## src/rtl/pipeline_sequencer.sv

```systemverilog
// Stall/flush/halt sequencer for a 5-stage RISC-V pipeline: Mealy control of the
// pipeline-register enables and flushes, halt drain, data-memory wait timeout and stall counter.
module pipeline_sequencer #(
    parameter int MAX_WAIT     = 8,
    parameter int DRAIN_CYCLES = 3,
    parameter int CNT_W        = 16
) (
    input  logic             clk,
    input  logic             reset,
    input  logic [6:0]       id_opcode,
    input  logic [4:0]       id_rs1,
    input  logic [4:0]       id_rs2,
    input  logic             ex_mem_read,
    input  logic [4:0]       ex_rd,
    input  logic             ex_redirect,
    input  logic             mem_req,
    input  logic             dmem_ready,
    output logic             pc_en,
    output logic             if_id_en,
    output logic             id_ex_en,
    output logic             ex_mem_en,
    output logic             if_id_flush,
    output logic             id_ex_flush,
    output logic             mem_wb_bubble,
    output logic             halted,
    output logic             timeout_err,
    output logic [CNT_W-1:0] stall_count
);

    localparam int WAIT_W  = $clog2(MAX_WAIT + 1);
    localparam int DRAIN_W = (DRAIN_CYCLES > 1) ? $clog2(DRAIN_CYCLES) : 1;

    localparam logic [6:0] OP_R    = 7'b0110011;
    localparam logic [6:0] OP_BR   = 7'b1100011;
    localparam logic [6:0] OP_ST   = 7'b0100011;
    localparam logic [6:0] OP_LD   = 7'b0000011;
    localparam logic [6:0] OP_IMM  = 7'b0010011;
    localparam logic [6:0] OP_JALR = 7'b1100111;
    localparam logic [6:0] OP_HALT = 7'b0000001;

    typedef enum logic [2:0] {
        ST_RUN,
        ST_MEM_WAIT,
        ST_DRAIN,
        ST_HALTED,
        ST_ERROR
    } state_t;

    state_t              r_state;
    state_t              r_ret_state;
    logic [WAIT_W-1:0]   r_wait_cnt;
    logic [DRAIN_W-1:0]  r_drain_cnt;
    logic [CNT_W-1:0]    r_stall_cnt;

    state_t              w_eval_state;
    state_t              w_next_state;
    state_t              w_next_ret;
    logic [WAIT_W-1:0]   w_next_wait;
    logic [DRAIN_W-1:0]  w_next_drain;
    logic                w_use_rs1;
    logic                w_use_rs2;
    logic                w_load_use;
    logic                w_is_halt;
    logic                w_mem_stall;
    logic                w_pc_en;
    logic                w_if_id_en;
    logic                w_id_ex_en;
    logic                w_ex_mem_en;
    logic                w_if_id_flush;
    logic                w_id_ex_flush;
    logic                w_bubble;

    // NOTE: every signal gets a default before the case so no path can infer a latch.
    always_comb begin
        w_use_rs1 = 1'b0;
        w_use_rs2 = 1'b0;
        case (id_opcode)
            OP_R, OP_BR, OP_ST: begin
                w_use_rs1 = 1'b1;
                w_use_rs2 = 1'b1;
            end
            OP_LD, OP_IMM, OP_JALR: w_use_rs1 = 1'b1;
            default: ;
        endcase
    end

    assign w_load_use  = ex_mem_read && (ex_rd != 5'd0) &&
                         ((w_use_rs1 && (ex_rd == id_rs1)) || (w_use_rs2 && (ex_rd == id_rs2)));
    assign w_is_halt   = (id_opcode == OP_HALT);
    assign w_mem_stall = mem_req && !dmem_ready;

    // A completed wait is evaluated exactly as the state it interrupted.
    assign w_eval_state = ((r_state == ST_MEM_WAIT) && dmem_ready) ? r_ret_state : r_state;

    always_comb begin
        w_next_state  = r_state;
        w_next_ret    = r_ret_state;
        w_next_wait   = r_wait_cnt;
        w_next_drain  = r_drain_cnt;
        w_pc_en       = 1'b0;
        w_if_id_en    = 1'b0;
        w_id_ex_en    = 1'b0;
        w_ex_mem_en   = 1'b0;
        w_if_id_flush = 1'b0;
        w_id_ex_flush = 1'b0;
        w_bubble      = 1'b0;
        case (w_eval_state)
            ST_RUN, ST_DRAIN: begin
                if (w_mem_stall) begin
                    w_bubble     = 1'b1;
                    w_next_wait  = WAIT_W'(1);
                    w_next_ret   = w_eval_state;
                    w_next_state = ST_MEM_WAIT;
                end else if (ex_redirect) begin
                    {w_pc_en, w_if_id_en, w_id_ex_en, w_ex_mem_en} = 4'b1111;
                    w_if_id_flush = 1'b1;
                    w_id_ex_flush = 1'b1;
                    w_next_state  = ST_RUN;
                end else if (w_eval_state == ST_DRAIN) begin
                    w_id_ex_en    = 1'b1;
                    w_ex_mem_en   = 1'b1;
                    w_id_ex_flush = 1'b1;
                    w_next_state  = ST_DRAIN;
                    if (r_drain_cnt == DRAIN_W'(DRAIN_CYCLES - 1)) begin
                        w_next_state = ST_HALTED;
                    end else begin
                        w_next_drain = r_drain_cnt + DRAIN_W'(1);
                    end
                end else if (w_is_halt || w_load_use) begin
                    w_id_ex_en    = 1'b1;
                    w_ex_mem_en   = 1'b1;
                    w_id_ex_flush = 1'b1;
                    w_next_state  = ST_RUN;
                    if (w_is_halt) begin
                        w_next_drain = '0;
                        w_next_state = ST_DRAIN;
                    end
                end else begin
                    {w_pc_en, w_if_id_en, w_id_ex_en, w_ex_mem_en} = 4'b1111;
                    w_next_state = ST_RUN;
                end
            end
            ST_MEM_WAIT: begin
                w_bubble = 1'b1;
                if (r_wait_cnt == WAIT_W'(MAX_WAIT)) begin
                    w_next_state = ST_ERROR;
                end else begin
                    w_next_wait = r_wait_cnt + WAIT_W'(1);
                end
            end
            default: ;
        endcase
    end

    // NOTE: sequential state uses non-blocking assignments only, so every register samples pre-edge values.
    always_ff @(posedge clk or negedge reset) begin
        if (!reset) begin
            r_state     <= ST_RUN;
            r_ret_state <= ST_RUN;
            r_wait_cnt  <= '0;
            r_drain_cnt <= '0;
            r_stall_cnt <= '0;
        end else begin
            r_state     <= w_next_state;
            r_ret_state <= w_next_ret;
            r_wait_cnt  <= w_next_wait;
            r_drain_cnt <= w_next_drain;
            if (!w_pc_en && (r_state == ST_RUN || r_state == ST_MEM_WAIT || r_state == ST_DRAIN) &&
                !(&r_stall_cnt)) begin
                r_stall_cnt <= r_stall_cnt + CNT_W'(1);
            end
        end
    end

    // Mealy outputs are forced quiet while reset is held, independent of the live inputs.
    assign pc_en         = w_pc_en       & reset;
    assign if_id_en      = w_if_id_en    & reset;
    assign id_ex_en      = w_id_ex_en    & reset;
    assign ex_mem_en     = w_ex_mem_en   & reset;
    assign if_id_flush   = w_if_id_flush & reset;
    assign id_ex_flush   = w_id_ex_flush & reset;
    assign mem_wb_bubble = w_bubble      & reset;
    assign halted        = (r_state == ST_HALTED);
    assign timeout_err   = (r_state == ST_ERROR);
    assign stall_count   = r_stall_cnt;

endmodule
```

## config.mk

```make
export PLATFORM = sky130hd
export DESIGN_NAME = pipeline_sequencer
export DESIGN_NICKNAME = d
export VERILOG_FILES = /design/src/rtl/pipeline_sequencer.sv
export SDC_FILE = /design/constraint.sdc
export NUM_CORES = 1
export LEC_CHECK = 0
export CORE_ASPECT_RATIO = 0.5
export CORE_MARGIN = 2
export CORE_UTILIZATION = 46
export CTS_BUF_LIST = sky130_fd_sc_hd__clkbuf_8 sky130_fd_sc_hd__clkbuf_16
export DETAILED_ROUTE_END_ITERATION = 16
export PLACE_DENSITY = 0.8
export REMOVE_ABC_BUFFERS = 1
export SLEW_MARGIN = 20
export SYNTH_ARGS = -nofsm -noshare
export SYNTH_HDL_FRONTEND = slang
export SYNTH_SLANG_ARGS = --single-unit
```

## constraint.sdc

```tcl
create_clock -name clk -period 3.3 [get_ports clk]
set_input_delay 0.66 -clock clk [delete_from_list [all_inputs] [get_ports clk]]
set_output_delay 0.66 -clock clk [all_outputs]
set_load 0.01 [all_outputs]
```

==> results by group, run 1 <==
Status
  – Status: complete, no violations

Worst setup path
  – Worst Setup Start Kind: primary input
  – Crit path capture type: output port
  – Critical Path Start: dmem_ready
  – R2r startpoint: r_state[1]
  – Crit Path Max Fanout: 2
  – Setup slack, reg-to-reg: 0.80 ns
  – Crit path DAT: 2.51 ns
  – CP Data Required Time: 2.64 ns
  – Critical path type: primary input to output port

Detailed routing
  – Initial DRT Pass Iterations: 5
  – Max Used Layer: met4
  – Met3 WL post-DR: 291 microns
  – WL met2: 1920 microns
  – Wire per inst: 14.29 microns
  – Via count: 1502
  – WL met1: 1761 microns
  – DRT Wirelength: 4031 microns
  – DRT iter0 DRCs: 61
  – Drc violations: 0
  – Vias per Instance: 5.326
  – Final ANT Viol Nets: 0

Power and ir drop
  – Pwr Density: 396.5 mW/mm^2
  – Leakage: 1.055 nW
  – Worst vdd ir: 0.3925 mV

Placement
  – DP Cell Count: 278
  – Post-detail-place hpwl: 3118 microns
  – Placed Area: 0.002337 sq mm
  – Gp weighted congestion: 0.8002
  – PortBufs: 52

Floorplanning
  – Die Ht: 46.47 microns
  – Site row count: 15
  – # IOs: 53
  – Initial Utilization: 0.4831
  – Die area: 0.004132 sq mm
  – Chip width: 88.93 microns
  – Core area: 0.003435 sq mm

Hold path
  – Startpoint of the worst hold path: stall_count[11]
  – Worst hold path type: flop to flop

Clock network
  – CTS Buf Count: 3
  – Root Driver: clkbuf_8
  – Clock Sinks: 28
  – Hold buffers post-CTS: 0
  – Clock-pin slew on the worst setup and hold paths: 0.09 ns
  – CTS tree: yes
  – Clock network latency to the later pin of the worst-skew pair: 0.27 ns
  – H-tree depth: 1
  – Post-CTS Setup Inserts: 0
  – Clock buffer depth: 2

Global route
  – Largest net degree at the start of global routing: 21
  – Initial antenna violation count: 0
  – Tot GR Track Use: 0.1985
  – Remaining Overflow, GRT: 0
  – First-pass GRT wire length: 6175 microns
  – Number of global-route vias before repair: 1402

Yosys
  – Yosys warns: 0
  – Mapped Area: 0.001659 sq mm
  – Post-synthesis cell count: 165
  – Ys async rst share: 1.000
  – Cell variety after synth: 47
  – Seq cells post-synth: 28
  – Syn Area/Cell: 10.06 sq um
  – Main flop type after synthesis: dfrtp_1
  – Sequential area share after synthesis: 0.4223
  – Number of enable flip-flop cells after synthesis: 0

STA
  – Fin. max-slew vios: 0
  – Final setup fails: 0
  – Post-layout min period: 3.169 ns
  – RSZ-0062 raised after global routing: false
  – Worst Skew: 0.004106 ns
  – Fmax: 0.3156 GHz
  – Setup TNS: 0 ns
  – Max-slew headroom at the worst pin: 0.6819
  – Final period util: 0.9603
  – Final Hold Fails: 0
  – Worst slew pin tran: 0.4705 ns
  – Hold WS: 0.4984 ns

Final layout
  – Fin area: 0.002406 sq mm
  – Post-route insts no fill: 282
  – FILL cells: 271
  – Layout cells sized above 1: 0.1732
  – Antenna Cells: 0
  – Area grow syn2layout: 45.02%
  – Final Util: 0.7005
  – Nets: 264

Run
  – Max Cap Viol: 0
## kinds of logic (layout without fill, tap and decap cells)
family | Yosys count | after routing | synth area share
AOI/OAI and AO/OA | 20 | 20 | 0.1063
xor gates and xnor gates | 27 | 27 | 0.1425
adders and majority gates | 4 | 4 | 0.03017
buffers and inverters | 15 | 81 | 0.04373
DFF | 28 | 28 | 0.4223
muxes | 3 | 3 | 0.01961
and+or+nand+nor | 68 | 68 | 0.2353
## registers in the layout (all words and copies together), names as in the netlist
name         cells
r_drain_cnt      2
r_wait_cnt       4
stall_count     16
r_state          3
r_ret_state      3
## metal layers
metal,GRT usage,vias up
met1,0.2414,729
met2,0.3582,52
met3,0.04301,9
met5,0,-
li1,-,712
met4,0.06866,0
## stage by stage
stage	total power [W]	worst slack, ns
2_1_floorplan	0.0005747	0.6204
3_3_place_gp	0.0007409	-0.2117
3_5_place_dp	0.0007529	-0.3124
4_1_cts	0.0009660	0.07313
5_1_grt	0.001017	0.01702
6_report	0.0009540	0.1309
## cells in the final DEF (no fill, tap or decap), drive strengths merged, types with 3 or more instances in the layout
cell and n:
xnor2 22, buf 16, a21oi 6, nand3 6
o21ai 3, nand4 11, dlygate4sd2 4, nand2 9
and3 8, xor2 5, clkdlybuf4s50 46, dfrtp 28
nor2 13, nor2b 3, ha 4, clkbuf 6
inv 9
## where the power goes
part | switching (W) | leakage, nW | total, W | internal, W
combinational | 0.000121 | 0.657 | 0.000299 | 0.000177
sequential | 0.0000563 | 0.369 | 0.000447 | 0.000390
clock | 0.000102 | 0.0288 | 0.000209 | 0.000107
total | 0.000279 | 1.06 | 0.000954 | 0.000675
## final cells by class
class                           count  area (sq um)  area share
Clock buffer                        4         55.05     0.02288
Timing Repair Buffer               68         638.1      0.2652
Inverter                            9         33.78     0.01404
Sequential cell                    28         700.7      0.2912
Tap cell                           51         63.81     0.02652
Multi-Input combinational cell    122         914.6      0.3801
## what timing repair did
action / in CTS / in global routing
endpoints found under the setup margin: 6 / 3
resized for setup: 11 / 7
pin swaps: 0 / 1
## synthesized netlist by cell type (2+ instances only)
| cell type | instances | share of area |
|---|---|---|
| dfrtp_1 | 28 | 0.42 |
| xnor2_1 | 22 | 0.12 |
| nor2_1 | 12 | 0.027 |
| nand4_1 | 11 | 0.041 |
| inv_1 | 9 | 0.020 |
| nand2_1 | 9 | 0.020 |
| and3_1 | 8 | 0.030 |
| nand3_1 | 6 | 0.018 |
| xor2_1 | 5 | 0.026 |
| a21oi_1 | 4 | 0.012 |
| ha_1 | 4 | 0.030 |
| nor2b_1 | 3 | 0.011 |
| o21ai_0 | 3 | 0.0090 |
| and2_1 | 2 | 0.0075 |
| buf_4 | 2 | 0.0090 |
| clkbuf_1 | 2 | 0.0045 |
| mux2_2 | 2 | 0.014 |
| nand2b_1 | 2 | 0.0075 |
| nor3_1 | 2 | 0.0060 |
| o21a_1 | 2 | 0.0090 |
## worst max-delay path, stage by stage
cell and delay (ns):
clkdlybuf4s50_1 0.48, or4b_4 0.47, buf_4 0.16, o32ai_4 0.14
a21oi_2 0.08, o31ai_2 0.10, nor2_1 0.07, nor2_1 0.08
dlygate4sd2_1 0.27
## worst paths after layout
check | to | depth (start not counted)
setup / recovery | id_ex_flush | 9
setup reg to reg | stall_count[1] | 9
hold reg to reg | stall_count[11] | 1
max in group asynchronous | stall_count[15] | 2
hold / removal | stall_count[11] | 1
min in group asynchronous | r_ret_state[0] | 2
Note: power is estimated with default switching activity, not from simulation.
==> inputs of run 2 (changes only) <==
--- a/config.mk
+++ b/config.mk
@@ -9,6 +9,7 @@
 export CORE_MARGIN = 2
 export CORE_UTILIZATION = 46
 export CTS_BUF_LIST = sky130_fd_sc_hd__clkbuf_8 sky130_fd_sc_hd__clkbuf_16
+export CTS_CLUSTER_SIZE = 24
 export DETAILED_ROUTE_END_ITERATION = 16
 export PLACE_DENSITY = 0.8
 export REMOVE_ABC_BUFFERS = 1
==> results of run 2 <==
No change in the layout: final DEF, timing and power equal those of run 1.
